--- src/rtl/arith_share_arbiter.sv ---
// -----------------------------------------------------------------------------
// arith_share_arbiter
//
// Shares one add/multiply unit among NUM_REQ requesters. A round-robin arbiter
// picks one requester per IDLE cycle; the granted operands are captured and
// either added (one cycle) or multiplied by a shift-add loop (DATA_W cycles).
// The result is returned on a single valid/ready channel tagged with the id of
// the requester that issued it.
//
// Ports:
//   clk         rising-edge clock
//   rst_n       asynchronous active-low reset
//   req_valid   per-requester request valid
//   req_ready   per-requester accept, one-hot or zero, only high in IDLE
//   req_op      per-requester opcode: 0 = add, 1 = multiply
//   req_a/b     packed operands, requester i at [i*DATA_W +: DATA_W]
//   rsp_valid   result valid (held until rsp_ready)
//   rsp_ready   result consumer ready
//   rsp_id      id of the requester owning the result
//   rsp_result  2*DATA_W-bit result
//   busy        high whenever the unit is not idle
// -----------------------------------------------------------------------------
module arith_share_arbiter #(
    parameter int NUM_REQ = 4,
    parameter int DATA_W  = 8,
    localparam int ID_W   = $clog2(NUM_REQ)
) (
    input  logic                      clk,
    input  logic                      rst_n,
    input  logic [NUM_REQ-1:0]        req_valid,
    output logic [NUM_REQ-1:0]        req_ready,
    input  logic [NUM_REQ-1:0]        req_op,
    input  logic [NUM_REQ*DATA_W-1:0] req_a,
    input  logic [NUM_REQ*DATA_W-1:0] req_b,
    output logic                      rsp_valid,
    input  logic                      rsp_ready,
    output logic [ID_W-1:0]           rsp_id,
    output logic [2*DATA_W-1:0]       rsp_result,
    output logic                      busy
);

    localparam int CNT_W = (DATA_W > 1) ? $clog2(DATA_W) : 1;

    typedef enum logic [1:0] {
        IDLE = 2'd0,
        ADD  = 2'd1,
        MUL  = 2'd2,
        RESP = 2'd3
    } state_t;

    state_t                state_q, state_d;
    logic [ID_W-1:0]       rr_ptr_q, rr_ptr_d;
    logic [DATA_W-1:0]     a_q, a_d;
    logic [DATA_W-1:0]     b_q, b_d;
    logic [ID_W-1:0]       id_q, id_d;
    logic [2*DATA_W-1:0]   acc_q, acc_d;
    logic [CNT_W-1:0]      count_q, count_d;
    logic                  rsp_valid_q, rsp_valid_d;
    logic [ID_W-1:0]       rsp_id_q, rsp_id_d;
    logic [2*DATA_W-1:0]   rsp_result_q, rsp_result_d;
    logic                  busy_q, busy_d;

    // Unpacked per-requester operand views
    logic [DATA_W-1:0] a_arr [NUM_REQ];
    logic [DATA_W-1:0] b_arr [NUM_REQ];

    genvar gi;
    generate
        for (gi = 0; gi < NUM_REQ; gi++) begin : g_unpack
            assign a_arr[gi] = req_a[gi*DATA_W +: DATA_W];
            assign b_arr[gi] = req_b[gi*DATA_W +: DATA_W];
        end
    endgenerate

    // Round-robin search: first valid requester at or after rr_ptr, wrapping.
    logic            found;
    logic [ID_W-1:0] winner;

    always_comb begin
        int idx;
        found  = 1'b0;
        winner = '0;
        idx    = 0;
        for (int j = 0; j < NUM_REQ; j++) begin
            idx = int'(rr_ptr_q) + j;
            if (idx >= NUM_REQ) begin
                idx = idx - NUM_REQ;
            end
            if (!found && req_valid[idx]) begin
                found  = 1'b1;
                winner = ID_W'(idx);
            end
        end
    end

    // Grant is combinational so a requester sees its accept in the same cycle.
    assign req_ready = (state_q == IDLE && found) ? (NUM_REQ'(1) << winner) : '0;

    // Shift-add partial product for the current multiplier bit
    logic [2*DATA_W-1:0] addend;
    logic [DATA_W:0]     sum;

    always_comb begin
        addend = b_q[count_q] ? ({{DATA_W{1'b0}}, a_q} << count_q) : '0;
        sum    = {1'b0, a_q} + {1'b0, b_q};
    end

    always_comb begin
        state_d      = state_q;
        rr_ptr_d     = rr_ptr_q;
        a_d          = a_q;
        b_d          = b_q;
        id_d         = id_q;
        acc_d        = acc_q;
        count_d      = count_q;
        rsp_valid_d  = rsp_valid_q;
        rsp_id_d     = rsp_id_q;
        rsp_result_d = rsp_result_q;

        case (state_q)
            IDLE: begin
                if (found) begin
                    a_d      = a_arr[winner];
                    b_d      = b_arr[winner];
                    id_d     = winner;
                    acc_d    = '0;
                    count_d  = '0;
                    rr_ptr_d = (winner == ID_W'(NUM_REQ - 1)) ? '0 : winner + ID_W'(1);
                    state_d  = req_op[winner] ? MUL : ADD;
                end
            end
            ADD: begin
                // Sum is one bit wider than the operands so the carry survives.
                rsp_result_d = (2*DATA_W)'(sum);
                rsp_id_d     = id_q;
                rsp_valid_d  = 1'b1;
                state_d      = RESP;
            end
            MUL: begin
                acc_d   = acc_q + addend;
                count_d = count_q + CNT_W'(1);
                if (count_q == CNT_W'(DATA_W - 1)) begin
                    rsp_result_d = acc_q + addend;
                    rsp_id_d     = id_q;
                    rsp_valid_d  = 1'b1;
                    count_d      = '0;
                    state_d      = RESP;
                end
            end
            RESP: begin
                if (rsp_ready) begin
                    rsp_valid_d = 1'b0;
                    state_d     = IDLE;
                end
            end
            default: begin
                state_d = IDLE;
            end
        endcase

        busy_d = (state_d != IDLE);
    end

    always_ff @(posedge clk or negedge rst_n) begin
        if (!rst_n) begin
            state_q      <= IDLE;
            rr_ptr_q     <= '0;
            a_q          <= '0;
            b_q          <= '0;
            id_q         <= '0;
            acc_q        <= '0;
            count_q      <= '0;
            rsp_valid_q  <= 1'b0;
            rsp_id_q     <= '0;
            rsp_result_q <= '0;
            busy_q       <= 1'b0;
        end else begin
            state_q      <= state_d;
            rr_ptr_q     <= rr_ptr_d;
            a_q          <= a_d;
            b_q          <= b_d;
            id_q         <= id_d;
            acc_q        <= acc_d;
            count_q      <= count_d;
            rsp_valid_q  <= rsp_valid_d;
            rsp_id_q     <= rsp_id_d;
            rsp_result_q <= rsp_result_d;
            busy_q       <= busy_d;
        end
    end

    assign rsp_valid  = rsp_valid_q;
    assign rsp_id     = rsp_id_q;
    assign rsp_result = rsp_result_q;
    assign busy       = busy_q;

endmodule

--- config.mk ---
export PLATFORM = sky130hd
export DESIGN_NAME = arith_share_arbiter
export DESIGN_NICKNAME = d
export VERILOG_FILES = /design/src/rtl/arith_share_arbiter.sv
export SDC_FILE = /design/constraint.sdc
export NUM_CORES = 1
export LEC_CHECK = 0
export BUFFER_PORTS_ARGS = -buffer_cell sky130_fd_sc_hd__buf_4
export CAP_MARGIN = 20
export CORE_MARGIN = 5
export CORE_UTILIZATION = 40
export CTS_CLUSTER_DIAMETER = 40
export DETAILED_ROUTE_END_ITERATION = 10
export MAX_ROUTING_LAYER = met4
export PLACE_DENSITY_LB_ADDON = 0.08
export SYNTH_ARGS = -nofsm -noshare
export SYNTH_HDL_FRONTEND = slang
export SYNTH_SLANG_ARGS = --single-unit
--- constraint.sdc ---
create_clock -name clk -period 8.15 [get_ports clk]
set_input_delay 0.4075 -clock clk [delete_from_list [all_inputs] [get_ports clk]]
set_output_delay 0.4075 -clock clk [all_outputs]
set_load 0.05 [all_outputs]
* After elaboration in Yosys (flattened, before gate mapping) *
Cells that the tools add are included.
Widths: inputs -> output; s select.

operators by class
  $add $sub $neg = 11
  magnitude comparators = 11
  eq/ne operators = 8
  shift-type cells = 2
  multiplexer cells = 54
  bitwise gates (word level) = 1
  reduce and logical (&&, ||, !) cells = 16

operator list
  cell                 number
  $lt 32x4->1 const B  4
  $mux 32              4
  $pmux 16 s2          2
  $mux 16              3
  $bmux 8 s2           2
  $mux 8               4
  $mux 2               10
  $add 16x16->16       1
  $mux 1               16
  $shl 8x3->16         1
  $ge 3x3->1 const B   4
  $sub 3x3->4 const B  3
  $bmux 1 s2           5
  $add 8x8->9          1
  $pmux 2 s4           1
  $add 2x2->3 const B  2
  $eq 2x2->1 const B   3
  $mux 3               2
  $ne 2x2->1 const B   3
  $pmux 3 s2           1
  $reduce_and 2->1     3
  $reduce_bool 2->1    3
  $logic_and 1x1->1    4
  $lt 3x4->1 const B   1
  other kinds (18)     20

storage, ports and cells
  register bits = 61
  bits of input ports = 75
  output and inout bits = 24
  logic and storage cells = 114

* Depth between registers and ports, before layout *
  word-level depth = 21
  gate-level depth with buffers = 15

* Least setup slack after synthesis *
Ideal clock, no wire load.

  path kind = reg-to-reg
  start = register count_q[0]
  end = register rsp_result_q[9], in the netlist rsp_result[9]
  library setup time = 0.136 ns
  arrival time = 2.890 ns
  data required time = 8.014 ns
  path slack = 5.124 ns
  stages on the path, launching flop included = 13
  path buffers = 2
  clock period less this slack = 3.026 ns
  path through = dfrtp_1 buf_2 mux4_2 nand2_1 and2_1 clkbuf_1 a211oi_1 ha_1 a21o_1 a31oi_1 nor2b_1 mux2i_1 o21ai_0

between the ends
  cells in the longest elaborated chain, start to end = 6
  elaborated cells on any way between the ends = 10
  those cells by class = 1 x add/sub; 2 x eq/ne; 1 x shift; 5 x mux; 1 x reduce/logical

RTL lines
  element                       RTL line  RTL
  from (decl)                   57        logic [CNT_W-1:0] count_q, count_d;
  from (signal assigned)        184       count_q <= count_d;
  $bmux 1 s3                    104       addend = b_q[count_q] ? ({{DATA_W{1'b0}}, a_q} << count_q) : '0;
  $mux 1 (not written as such)  104
  $mux 16                       104
  $add 16x16->16                143       rsp_result_d = acc_q + addend;
  $mux 16                       142       if (count_q == CNT_W'(DATA_W - 1)) begin
  $pmux 16 s2                   120       case (state_q)
  to (signal assigned)          187       rsp_result_q <= rsp_result_d;
  to (decl)                     60        logic [2*DATA_W-1:0] rsp_result_q, rsp_result_d;

Parallel ways exist; a longest one is shown, timed or not. The select of a mux whose other input is x is not followed.
A chain may end at the register's enable or synchronous reset.

* Final worst setup path *
  start = register count_q[1]
  end = register rsp_result_q[9], in the netlist rsp_result[9]

The elaborated chain is that of the path after synthesis.

==> impl_summary.log <==
[metrics] sequential share of the synthesized area: 34.2%
[metrics] clock root cell: sky130_fd_sc_hd__clkbuf_8
[metrics] length of the first detailed-routing pass in iterations: 4
[metrics] leakage power total: 2.60 nW
[metrics] effective utilization at floorplan: 40.9%
[metrics] synthesis-stage register bit count: 61
[metrics] First DRT Iteration DRCs: 180
[metrics] floorplan core area: 10,900 um2
[metrics] Net Count, Synth: 564
[metrics] total negative slack for setup checks: 0 ns
[metrics] number of global-route vias before repair: 3,863
[metrics] setup violators final: 0
[metrics] Final Routed Wirelength: 11,300 um
[metrics] critical-path cell list: mux4_2, nand2_1, and2_1, a211oi_1, ha_1, a21o_1, a31oi_1, nor2b_1, mux2i_1, o21ai_0
[metrics] routed length on met1: 5410 um
[metrics] register clock-pin slew on the reported worst setup and hold paths: 0.08 ns
[metrics] R2R Path Start: count_q[1]
[metrics] first element of the critical path: count_q[1]
[metrics] grt ovf: 0
[metrics] Boundary Pins: 99
[metrics] Async S/R FF share, synth: 100%
[metrics] normalized max-slew margin: 37.3%
[metrics] post-placement cell area: 5270 um2
[metrics] wire length of the first global-routing pass: around 19,000 um
[metrics] estimated wirelength of the detail-placed design: approximately 8600 um
[metrics] CP max stage cell: sky130_fd_sc_hd__dfrtp_1
[metrics] clk buf depth: 2
[metrics] startpoint kind of the worst setup timing path: register
[metrics] RSZ-0062 raised after global routing: no
[metrics] final period demand of the worst path: 3.61 ns
[metrics] Max Freq: 277 MHz
[metrics] detailed-route wire length per cell: 16.2 um
[metrics] final routed DRC violation total: 0
[metrics] power density normalized to cell area: 447 nW/um2
[metrics] initial antenna violation count: 0
[metrics] die height: 116 um
[metrics] share of final-layout standard cells stronger than drive strength 1: 27.1%
[metrics] maximum net fanout on the critical path: 18
[metrics] critical setup path kind: register to register
[metrics] Final #Nets: between 600 and 700
[metrics] area of combinational cells with multiple inputs: 2770 um2
[metrics] final standard cell utilization of the core: around 50%
[metrics] final setup skew: 0.0160 ns
[metrics] average instance area after synthesis: 9.73 um2
[metrics] count of flip-flops with a built-in enable after synthesis: 0
[metrics] cell total after placement: 678
[metrics] Crit path largest cell delay: ~0.75 ns
[metrics] Area growth syn-to-layout: 22.5%
[metrics] total routing usage reported by global routing: 18.4%
[metrics] chip width: 116 um
[metrics] type of the most critical hold path: primary input to async pin
[metrics] flip-flop and latch area: 1530 um2
[metrics] Hold Violations, Final: 0
[metrics] Mapped Area: 4460 um2
[metrics] final instance count without filler cells: 694
[metrics] total CTS buffers: 9
[metrics] CP Data Required Time: between 8 and 9 ns
[metrics] number of instances in the synthesized netlist: 458
[metrics] CTS HTree Levels: 3
[metrics] max-slew violation count: 0
[metrics] DIE AREA: 13,400 um2
[metrics] type of element capturing the critical path: register
[metrics] number of fillers in the final layout: 1,019
[metrics] hold buffer count at CTS: 0
[metrics] max layer used: met4
[metrics] routed wire length on met2: 5160 um
[metrics] Clock Latency Late Sink: 0.36 ns
[metrics] IO Port Bufs: 98
[metrics] Routed Antenna Nets: 0
[metrics] total number of vias: 3,796
[metrics] # rows: 38
[metrics] library cells used by synthesis: 59
[metrics] RePlAce Congestion: between 0.9 and 1
[metrics] slew of the pin with the lowest slew margin: 0.941 ns
[metrics] # clock sinks: 61
[metrics] outcome: completed
[metrics] Resized cells post-CTS: 0
[metrics] TritonCTS clock tree: built
[metrics] period utilisation layout: 44.3%
[metrics] largest net degree at the start of global routing: 62
[metrics] Met3 Routed Length: 527 um
[metrics] Max rail drop VDD: 0.168 mV
[metrics] total of warnings raised by yosys: 0
[metrics] number of buffers added for setup after CTS: 0
[metrics] critical path data arrival time: ~3.8 ns
[metrics] leading register cell type out of synthesis: sky130_fd_sc_hd__dfrtp_1
[metrics] delay-heaviest family, CP: multiplexers
[metrics] vias per cell: 5.47
[metrics] Worst Path Buf+Inv: 0
[metrics] Final Instance Area: 5460 um2
[metrics] Max Cap Viol: 0
[metrics] antenna fix cells: 0
==> power by group <==
group	switching (mW)	leakage, nW	internal (mW)	total, mW
registers	0.150	0.748	0.448	0.598
clock network	0.126	0.101	0.143	0.269
logic	0.918	1.75	0.659	1.58
total	1.19	2.60	1.25	2.44
==> cell type report <==
cell class / count / share of cell area (%)
inverters: 11 / 0.847
flip-flops and latches: 61 / 27.9
clock inverters: 3 / 0.321
multi-input cells: 366 / 50.7
clock buffers: 13 / 3.28
repair buffers: 100 / 13.7
well taps: 140 / 3.21
==> logic make-up after synthesis <==
logic type                 Yosys count  synth area share [%]
DFF                                 61                  34.2
buffers and inverters               31                  3.68
AOI/OAI and AO/OA                  111                  16.1
and+or+nand+nor                    167                  17.4
muxes                               42                  16.6
adders and majority gates           31                  9.04
xor gates and xnor gates            15                  2.95
==> metrics by stage <==
| step | hold slack [ns] | total power [mW] | worst slack, ns |
|---|---|---|---|
| finish | 0.124 | 2.44 | 4.54 |
| global route | 0.232 | 2.66 | 4.22 |
| CTS | 0.175 | 2.46 | 4.53 |
| detailed placement | 0.470 | 2.18 | 4.53 |
| global placement | 0.458 | 2.16 | 4.63 |
| floorplan | 0.112 | 1.80 | 5.12 |
==> registers in the layout (all words and copies together), names as in the netlist, 2 cells and up <==
name        count
a_q             8
acc_q          16
b_q             8
count_q         3
id_q            2
rr_ptr_q        2
rsp_id          2
rsp_result     16
state_q         2
==> worst register-to-register path, stage by stage (launching register included) <==
cell and delay (ns):
sky130_fd_sc_hd__dfrtp_1 0.75, sky130_fd_sc_hd__mux4_2 0.60, sky130_fd_sc_hd__nand2_1 0.15, sky130_fd_sc_hd__and2_1 0.26, sky130_fd_sc_hd__a211oi_1 0.08, sky130_fd_sc_hd__ha_1 0.35
sky130_fd_sc_hd__a21o_1 0.21, sky130_fd_sc_hd__a31oi_1 0.26, sky130_fd_sc_hd__nor2b_1 0.43, sky130_fd_sc_hd__mux2i_1 0.27, sky130_fd_sc_hd__o21ai_0 0.10
==> cells in the mapped netlist, types with 4 or more instances <==
library cell / instances / share of area (%)
sky130_fd_sc_hd__nand2_1: 63 / 5.3
sky130_fd_sc_hd__dfrtp_1: 61 / 34
sky130_fd_sc_hd__nor2_1: 44 / 3.7
sky130_fd_sc_hd__a21oi_1: 29 / 3.3
sky130_fd_sc_hd__ha_1: 29 / 8.1
sky130_fd_sc_hd__o21ai_0: 27 / 3.0
sky130_fd_sc_hd__nand3_1: 13 / 1.5
sky130_fd_sc_hd__clkbuf_1: 12 / 1.0
sky130_fd_sc_hd__mux2_2: 12 / 3.0
sky130_fd_sc_hd__a21o_1: 11 / 1.9
sky130_fd_sc_hd__mux4_1: 11 / 6.5
sky130_fd_sc_hd__inv_1: 10 / 0.84
sky130_fd_sc_hd__xnor2_1: 10 / 2.0
sky130_fd_sc_hd__a211oi_1: 9 / 1.5
sky130_fd_sc_hd__and3_1: 8 / 1.1
sky130_fd_sc_hd__mux4_2: 8 / 4.0
sky130_fd_sc_hd__nor3_1: 8 / 0.90
sky130_fd_sc_hd__and2_1: 7 / 0.98
sky130_fd_sc_hd__a31oi_1: 6 / 0.84
sky130_fd_sc_hd__mux2i_1: 6 / 1.3
sky130_fd_sc_hd__nand2b_1: 6 / 0.84
sky130_fd_sc_hd__mux2_4: 5 / 1.7
sky130_fd_sc_hd__xor2_1: 5 / 0.98
sky130_fd_sc_hd__nand4_1: 4 / 0.56
==> path summary, 6_finish.rpt <==
kind / end / slack (ns) / cells after the start
setup / recovery: rsp_result[9] / 4.54 / 10
hold / removal: acc_q[12] / 0.12 / 1
setup reg to reg: rsp_result[9] / 4.54 / 10
hold reg to reg: rsp_id[1] / 0.49 / 2
max in group asynchronous: acc_q[0] / 7.47 / 1
min in group clk: state_q[0] / 0.30 / 2
==> routing by layer <==
| metal | up-vias | track usage (%) |
|---|---|---|
| met5 | - | - |
| met4 | 0 | 5.87 |
| met3 | 13 | 3.08 |
| met2 | 102 | 28.4 |
| met1 | 1801 | 24.9 |
| li1 | 1880 | - |
==> layout by cell type, fill, tap and decap left out, types with 4 or more instances in the layout <==
master | synthesis | routed
sky130_fd_sc_hd__mux2i_1 | 6 | 6
sky130_fd_sc_hd__mux2_2 | 12 | 12
sky130_fd_sc_hd__mux4_2 | 8 | 8
sky130_fd_sc_hd__o21ai_0 | 27 | 27
sky130_fd_sc_hd__clkbuf_8 | 0 | 13
sky130_fd_sc_hd__xor2_1 | 5 | 5
sky130_fd_sc_hd__dfrtp_1 | 61 | 61
sky130_fd_sc_hd__mux4_1 | 11 | 11
sky130_fd_sc_hd__nand4_1 | 4 | 4
sky130_fd_sc_hd__and2_1 | 7 | 7
sky130_fd_sc_hd__a31oi_1 | 6 | 6
sky130_fd_sc_hd__inv_1 | 10 | 10
sky130_fd_sc_hd__and3_1 | 8 | 8
sky130_fd_sc_hd__buf_4 | 0 | 100
sky130_fd_sc_hd__a211oi_1 | 9 | 9
sky130_fd_sc_hd__nor2_1 | 44 | 44
sky130_fd_sc_hd__nand2_1 | 63 | 63
sky130_fd_sc_hd__ha_1 | 29 | 29
sky130_fd_sc_hd__mux2_4 | 5 | 5
sky130_fd_sc_hd__a21o_1 | 11 | 11
sky130_fd_sc_hd__nor3_1 | 8 | 8
sky130_fd_sc_hd__xnor2_1 | 10 | 10
sky130_fd_sc_hd__nand2b_1 | 6 | 6
sky130_fd_sc_hd__nand3_1 | 13 | 13
sky130_fd_sc_hd__a21oi_1 | 29 | 29
Power figures use the tool's default switching activity.
